**config.mk**
```make
export PLATFORM = sky130hd
export DESIGN_NAME = temporizador_displays
export DESIGN_NICKNAME = d
export VERILOG_FILES = /design/src/rtl/temporizador_displays.sv
export SDC_FILE = /design/constraint.sdc
export NUM_CORES = 1
export LEC_CHECK = 0
export CAP_MARGIN = 20
export CORE_ASPECT_RATIO = 1.25
export CORE_MARGIN = 2
export CORE_UTILIZATION = 60
export DETAILED_ROUTE_END_ITERATION = 16
export PLACE_DENSITY = 0.84
export SYNTH_ARGS = -nofsm -noshare
export SYNTH_HDL_FRONTEND = slang
export SYNTH_SLANG_ARGS = --single-unit
```
**constraint.sdc**
```tcl
create_clock -name clk -period 15.3 [get_ports clk]
set_input_delay 3.06 -clock clk [delete_from_list [all_inputs] [get_ports clk]]
set_output_delay 3.06 -clock clk [all_outputs]
set_load 0.02 [all_outputs]
```
**src/rtl/temporizador_displays.sv**
```systemverilog
// temporizador_displays -- countdown timer with five 7-segment displays.
//
// Loads a preset number of seconds (clamped to 59) and counts down in 1 ms
// steps to 00.000, then raises done. Start/pause are synchronized levels;
// their rising edges are the commands.
//
// Ports:
//   clk, rst                 clock, synchronous active-high reset
//   preset_sec[5:0]          start value in seconds (tracked only in IDLE)
//   start, pause             command levels (rising edge = command)
//   ms[9:0], sec[5:0]        remaining time
//   running, done            registered state flags (RUN / DONE)
//   display_*[6:0]           active-low segments {g,f,e,d,c,b,a}
//
// Build option: define TEMPORIZADOR_BLINK_EN to blink the displays at 2 Hz
// while in DONE. Without it DONE shows a steady "00.000".

module temporizador_displays #(
  parameter int CLK_FREQ_HZ = 50_000_000,
  parameter int TICK_DIV    = CLK_FREQ_HZ / 1000
) (
  input  logic       clk,
  input  logic       rst,
  input  logic [5:0] preset_sec,
  input  logic       start,
  input  logic       pause,
  output logic [9:0] ms,
  output logic [5:0] sec,
  output logic       running,
  output logic       done,
  output logic [6:0] display_sec_decenas,
  output logic [6:0] display_sec_unidades,
  output logic [6:0] display_ms_centenas,
  output logic [6:0] display_ms_decenas,
  output logic [6:0] display_ms_unidades
);

  localparam int PW = (TICK_DIV > 2) ? $clog2(TICK_DIV) : 1;
  localparam logic [PW-1:0] PRE_MAX = PW'(TICK_DIV - 1);

  typedef enum logic [1:0] {IDLE, RUN, PAUSE, DONE} state_t;

  state_t      state_q;
  logic [PW-1:0] presc_q;
  logic [9:0]  ms_q, ms_d;
  logic [5:0]  sec_q, sec_d;
  logic        running_q, done_q;
  logic        start_q, pause_q;
  logic        start_edge, pause_edge, tick, reach_zero;
  logic [5:0]  preset_cl;

  assign start_edge = start & ~start_q;
  assign pause_edge = pause & ~pause_q;
  assign tick       = (presc_q == PRE_MAX);
  assign preset_cl  = (preset_sec > 6'd59) ? 6'd59 : preset_sec;

  // Decremented time for a tick; borrowing from seconds reloads 999 ms.
  always_comb begin
    ms_d  = ms_q;
    sec_d = sec_q;
    if (ms_q != 10'd0) begin
      ms_d = ms_q - 10'd1;
    end else if (sec_q != 6'd0) begin
      sec_d = sec_q - 6'd1;
      ms_d  = 10'd999;
    end
  end
  assign reach_zero = (ms_d == 10'd0) && (sec_d == 6'd0);

  always_ff @(posedge clk) begin
    if (rst) begin
      state_q   <= IDLE;
      presc_q   <= '0;
      ms_q      <= '0;
      sec_q     <= '0;
      running_q <= 1'b0;
      done_q    <= 1'b0;
      start_q   <= 1'b0;
      pause_q   <= 1'b0;
    end else begin
      start_q <= start;
      pause_q <= pause;
      case (state_q)
        IDLE: begin
          ms_q    <= '0;
          sec_q   <= preset_cl;
          presc_q <= '0;
          if (start_edge) begin
            if (preset_cl != 6'd0) begin
              state_q   <= RUN;
              running_q <= 1'b1;
            end else begin
              state_q <= DONE;
              done_q  <= 1'b1;
            end
          end
        end
        RUN: begin
          // Pause wins over a coincident tick: prescaler and time hold.
          if (pause_edge) begin
            state_q   <= PAUSE;
            running_q <= 1'b0;
          end else if (tick) begin
            presc_q <= '0;
            ms_q    <= ms_d;
            sec_q   <= sec_d;
            if (reach_zero) begin
              state_q   <= DONE;
              running_q <= 1'b0;
              done_q    <= 1'b1;
            end
          end else begin
            presc_q <= presc_q + 1'b1;
          end
        end
        PAUSE: begin
          if (start_edge) begin
            state_q   <= RUN;
            running_q <= 1'b1;
          end
        end
        default: begin // DONE
          ms_q  <= '0;
          sec_q <= '0;
          if (start_edge) begin
            state_q <= IDLE;
            done_q  <= 1'b0;
          end
        end
      endcase
    end
  end

  assign ms      = ms_q;
  assign sec     = sec_q;
  assign running = running_q;
  assign done    = done_q;

  logic blank;
`ifdef TEMPORIZADOR_BLINK_EN
  localparam int BLINK_DIV = CLK_FREQ_HZ / 4;
  localparam int BW        = (BLINK_DIV > 2) ? $clog2(BLINK_DIV) : 1;
  localparam logic [BW-1:0] BLINK_MAX = BW'(BLINK_DIV - 1);

  logic [BW-1:0] blink_cnt_q;
  logic          blank_q;

  always_ff @(posedge clk) begin
    if (rst || state_q != DONE) begin
      blink_cnt_q <= '0;
      blank_q     <= 1'b0;
    end else if (blink_cnt_q == BLINK_MAX) begin
      blink_cnt_q <= '0;
      blank_q     <= ~blank_q;
    end else begin
      blink_cnt_q <= blink_cnt_q + 1'b1;
    end
  end
  // Gate with done so the blank phase never leaks into the cycle after DONE.
  assign blank = blank_q & done_q;
`else
  assign blank = 1'b0;
`endif

  function automatic logic [6:0] seg7(input logic [9:0] v);
    case (v)
      10'd0:   seg7 = 7'b1000000;
      10'd1:   seg7 = 7'b1111001;
      10'd2:   seg7 = 7'b0100100;
      10'd3:   seg7 = 7'b0110000;
      10'd4:   seg7 = 7'b0011001;
      10'd5:   seg7 = 7'b0010010;
      10'd6:   seg7 = 7'b0000010;
      10'd7:   seg7 = 7'b1111000;
      10'd8:   seg7 = 7'b0000000;
      10'd9:   seg7 = 7'b0010000;
      default: seg7 = 7'b1111111;
    endcase
  endfunction

  logic [9:0] ms_u, ms_t, ms_h, s_u, s_t;
  assign ms_u = ms_q % 10'd10;
  assign ms_t = (ms_q / 10'd10) % 10'd10;
  assign ms_h = ms_q / 10'd100;
  assign s_u  = {4'd0, sec_q % 6'd10};
  assign s_t  = {4'd0, sec_q / 6'd10};

  assign display_sec_decenas  = blank ? 7'h7F : seg7(s_t);
  assign display_sec_unidades = blank ? 7'h7F : seg7(s_u);
  assign display_ms_centenas  = blank ? 7'h7F : seg7(ms_h);
  assign display_ms_decenas   = blank ? 7'h7F : seg7(ms_t);
  assign display_ms_unidades  = blank ? 7'h7F : seg7(ms_u);

endmodule

```
## After elaboration in Yosys (flattened, before gate mapping)

Memories as Yosys holds them, arrays and structs flattened.
Cells that the tools add are included.

| operators by class | value |
|---|---|
| add/sub/neg operators | 3 |
| multipliers | 0 |
| div/mod/pow operators | 6 |
| magnitude comparators | 1 |
| equality and inequality tests | 12 |
| shift-type cells | 0 |
| mux-type cells | 41 |
| bitwise operators | 5 |
| reduce and logical (&&, ||, !) cells | 20 |

Operator list:

| kind | number |
|---|---|
| $mux W10 | 4 |
| $logic_not A6 Y1 | 6 |
| $mux W7 | 5 |
| $mux W16 | 2 |
| $pmux W16 S2 | 1 |
| $mux W6 | 5 |
| $mod A10 B4 Y10 const B | 2 |
| $pmux W10 S2 | 1 |
| $pmux W6 S3 | 1 |
| $add A16 B1 Y16 const B | 1 |
| $eq A16 B16 Y1 const B | 1 |
| $mux W2 | 7 |
| $ne A2 B2 Y1 const B | 7 |
| $mux W1 | 12 |
| $reduce_bool A6 Y1 | 2 |
| $div A10 B4 Y10 const B | 1 |
| $div A10 B7 Y10 const B | 1 |
| $logic_not A10 Y1 | 1 |
| $reduce_bool A10 Y1 | 1 |
| $sub A10 B1 Y10 const B | 1 |
| $reduce_and A7 Y1 | 1 |
| $div A6 B4 Y6 const B | 1 |
| $gt A6 B6 Y1 const B | 1 |
| $mod A6 B4 Y6 const B | 1 |
| 16 further kinds | 22 |

| word-level totals | value |
|---|---|
| bits in registers | 38 |
| latch bits | 0 |
| RAM bits | 0 |
| ROM bits | 560 |
| input bits | 10 |
| output and inout port bits | 53 |
| logic and storage cells | 101 |
| memories | 5 |

Memories:

| name | depth | bits a word | rd ports | clocked after Yosys merged registers in | write ports | line | RTL |
|---|---|---|---|---|---|---|---|
| (name not given) | 16 | 7 | 1 | 0 | 0 | 166 | `case (v)` |
| (name not given) | 16 | 7 | 1 | 0 | 0 | 166 |  |
| (name not given) | 16 | 7 | 1 | 0 | 0 | 166 |  |
| (name not given) | 16 | 7 | 1 | 0 | 0 | 166 |  |
| (name not given) | 16 | 7 | 1 | 0 | 0 | 166 |  |

## Depth between registers and ports, before layout

| logic depth | value |
|---|---|
| word-level depth | 9 |
| gate-level depth with buffers | 30 |

## Least setup slack after synthesis

OpenSTA, ideal clock, no wires.

| path | value |
|---|---|
| path kind | flip-flop to output port |
| start point | register ms_q[7], in the netlist ms[7] |
| end point | output port display_ms_decenas[0] |
| arrival time | 6.085 ns |
| data required time | 12.240 ns |
| slack | 6.155 ns |
| cell stages (with the launch flop) | 29 |
| buffers on the path | 3 |
| path through | dfxtp_1 buf_2 clkbuf_1 clkbuf_1 nand3_1 o221ai_1 clkinv_1 ha_1 o21ai_0 a21oi_1 nor2_1 o21ai_0 mux2_2 inv_1 ha_1 nand2_1 or3_1 or3_4 a31oi_1 or2_2 inv_1 ha_1 inv_1 o41ai_1 and3_1 o32a_1 a2111o_1 a31oi_2 o21ai_1 |

| on the way | value |
|---|---|
| longest elaborated chain between the ends | 4 |
| elaborated cells on any way between the ends | 5 |

RTL lines:

| element | line | RTL |
|---|---|---|
| from (decl) | 45 | `logic [9:0] ms_q, ms_d;` |
| from (signal assigned) | 105 | `ms_q <= ms_d;` |
| $div A10 B4 Y10 * | 183 | `assign ms_t = (ms_q / 10'd10) % 10'd10;` |
| $mod A10 B4 Y10 * | 183 |  |
| $mem_v2 Z16 W7 or $logic_not A6 Y1 (tied branches) | n/a |  |
| $mux W7 * | 166 |  |
| to (decl) | 34 | `output logic [6:0] display_ms_decenas,` |

Mark *: on every way between the ends. The rest lies on a longest branch, timed or not.

## Worst setup path in the final report

| path | value |
|---|---|
| start point | register ms_q[8], in the netlist ms[8] |
| end point | output port display_ms_decenas[2] |

Same word-level chain as after synthesis.

==> out/results.ini <==
[route]
first_pass_iters = 5
vias = 6436
drcViolationCount = 0
drtIter0Drc = 772
routed_wl_um = 16370
vias_per_cell = 6.501
ant_nets = 0
wl_per_cell_um = 16.53

[floorplanning]
die_w_um = 91.88
core_mm2 = 0.009509
placementRows = 40
dieHeight_um = 113.8
ios = 63
die-area_mm2 = 0.01046
start_util = 0.6091

[placement]
place.gp.congestion = 0.8855
post-dp-hpwl_um = 12230
placedInstanceArea_mm2 = 0.006394
io_buffers = 62
dp.cells = 980
preCtsSetupSlack_ns = 4.841

[global_route]
grt_max_degree = 50
antenna_found_initial = 0
grt_overflow = 0
grt_usage = 0.3034
grt_pass1_wl_um = 27110
first_global_vias = 6000

[pwr]
power.density_mw_per_mm2 = 60.03
leakage_nw = 2.573
p_total_mw = 0.3937
irDropWorstVdd_mv = 0.08664
power.switching_mw = 0.1492
internal_power_mw = 0.2445
p_seq_frac = 0.285
pwr-share-clk = 0.267
swShare = 0.3790
p_comb_frac = 0.448

[yosys]
synth.most_common_cell = nor2_1
synth.area.top_cells = dfxtp_1, ha_1, nor2_1
synth_top_area_cell = dfxtp_1
synthCells = 835
synth_cell_types = 94
yosysWarnings = 0
synth_seq_area_share = 0.1313
avgSynthCellArea_um2 = 6.936
ys_ff_latch = 38
synth_edf_count = 0
async_flop_share = 0
synth_area_mm2 = 0.005792
yosys-top-cells-count = nor2_1, nand2_1, a21oi_1
synth_top_area_share = 0.1313
syn-num-nets = 888
synth_flop_cell = dfxtp_1

[hold_path]
min_path_type = flop to flop
min_path_cells = 2
min_to = done
worstHoldStart = done

[flow_run]
maxCapViolations = 0

[worst_setup_path]
cp_slowest_cell = dfxtp_1
r2r_end = running
reg2reg_from = ms[0]
start_kind = flop
end_kind = primary output
cp.required_ns = 12.24
cpPeakStageDelay_ns = 0.85
worstPathArrival_ns = 7.82
cp_max_fo = 29
r2r_cells = 13
path_class = flop to primary output
rrSetupSlack_ns = 11.52

[sta]
rsz0062_at_grt = no
setup_viol = 0
fin_crit_ns = 10.88
slew_viol_final = 0
relSlewSlack = 0.3315
setup_ws_ns = 4.415
totalNegativeSetupSlack_ns = 0
fmax_mhz = 91.87
hold-worst-slack_ns = 0.5289
period_share = 0.7114
worst_pin_slew_ns = 1.001
hold_viol_final = 0
skew_ns = 0.004163

[clocking]
cts_tree = yes
numCtsBuffers = 5
ctsHoldBuffers = 0
htreeDepth = 2
ctsResizeCount = 0
cts_setup_buffers = 0
cts_sinks = 38
cts.path.max_buffers = 2
clock_latency_ns = 0.28
cts.clk_slew.worst_paths_ns = 0.06
root_buffer = clkbuf_16

[layout]
fin_util = 0.6896
drive_above_1_share = 0.06829
final_nets = 916
finalNonFillerCells = 990
design_area_mm2 = 0.006558
syn_to_final_growth_pct = 13.22
num_antenna_cells = 0

[run_status]
outcome = finished clean

==> critical path: cells and delay by family (launching register included) <==
| family | cells | cell delay [ns] |
|---|---|---|
| compound gates | 11 | 2.37 |
| fa+ha+maj | 2 | 0.61 |
| buf+inv | 4 | 0.92 |
| flops | 1 | 0.85 |
| simple gates | 11 | 2.75 |
==> cell usage in the layout, fill, tap and decap left out, drive strengths merged, types with 6 or more instances in the layout <==
cell type,n
a211oi,10
a21oi,74
a22oi,10
a31oi,12
and2,6
and3,7
buf,6
clkbuf,6
clkdlybuf4s50,62
dfxtp,38
ha,43
inv,37
mux2,6
mux2i,22
nand2,81
nand2b,16
nand3,17
nand4,13
nor2,100
nor2b,14
nor3,25
nor4,7
o211ai,17
o21ai,72
o22ai,9
or2,9
or3,9
xnor2,17
xor2,14
==> flip-flops by register name, summed over array words and instances (netlist names) <==
signal / cells
done: 1
pause_q: 1
presc_q: 16
state_q: 2
sec: 6
ms: 10
running: 1
start_q: 1
==> routing by layer <==
metal | vias to the layer above | GRT usage | share of wire
met3 | 62 | 0.03170 | 0.052
met2 | 278 | 0.5652 | 0.51
met5 | - | 0 | 0
met1 | 2971 | 0.3432 | 0.39
li1 | 3125 | - | -
met4 | 0 | 0.1453 | 0.040
==> power groups by stage <==
stage	Sequential [mW]	Combinational [mW]	Clock [mW]
after CTS	0.112	0.176	0.107
after global routing	0.113	0.194	0.110
after floorplan	0.111	0.114	0
final	0.112	0.176	0.105
after global placement	0.114	0.171	0
after detailed placement	0.114	0.175	0
==> cells by family (layout without fill, tap and decap cells) <==
kind of cell,Yosys count,after routing,share of synthesized area
flops,38,38,0.1313
compound gates,280,280,0.3266
mux,28,28,0.05185
simple gates,329,329,0.2895
fa+ha+maj,43,43,0.09289
buf+inv,86,115,0.06092
xor+xnor,31,31,0.04688
==> final cells by class <==
type                       instances  area (µm²)
fill                             814        2952
sequential                        38       760.7
tap                              126       157.7
multi-input combinational        711        4678
inverter                          39       146.4
clock buffer                       6       138.9
timing repair buffer              68       663.1
clock inverter                     2       12.51
==> worst max path at each step <==
| stage | slack (ns) | end | from |
|---|---|---|---|
| floorplan | 6.16 | display_ms_decenas[0] | ms[7] |
| global placement | 4.98 | display_ms_decenas[3] | ms[8] |
| detailed placement | 4.84 | display_ms_decenas[2] | ms[8] |
| CTS | 4.52 | display_ms_decenas[4] | ms[8] |
| global route | 3.87 | display_ms_decenas[3] | ms[8] |
| finish | 4.42 | display_ms_decenas[2] | ms[8] |
(Power assumes the default switching activity.)
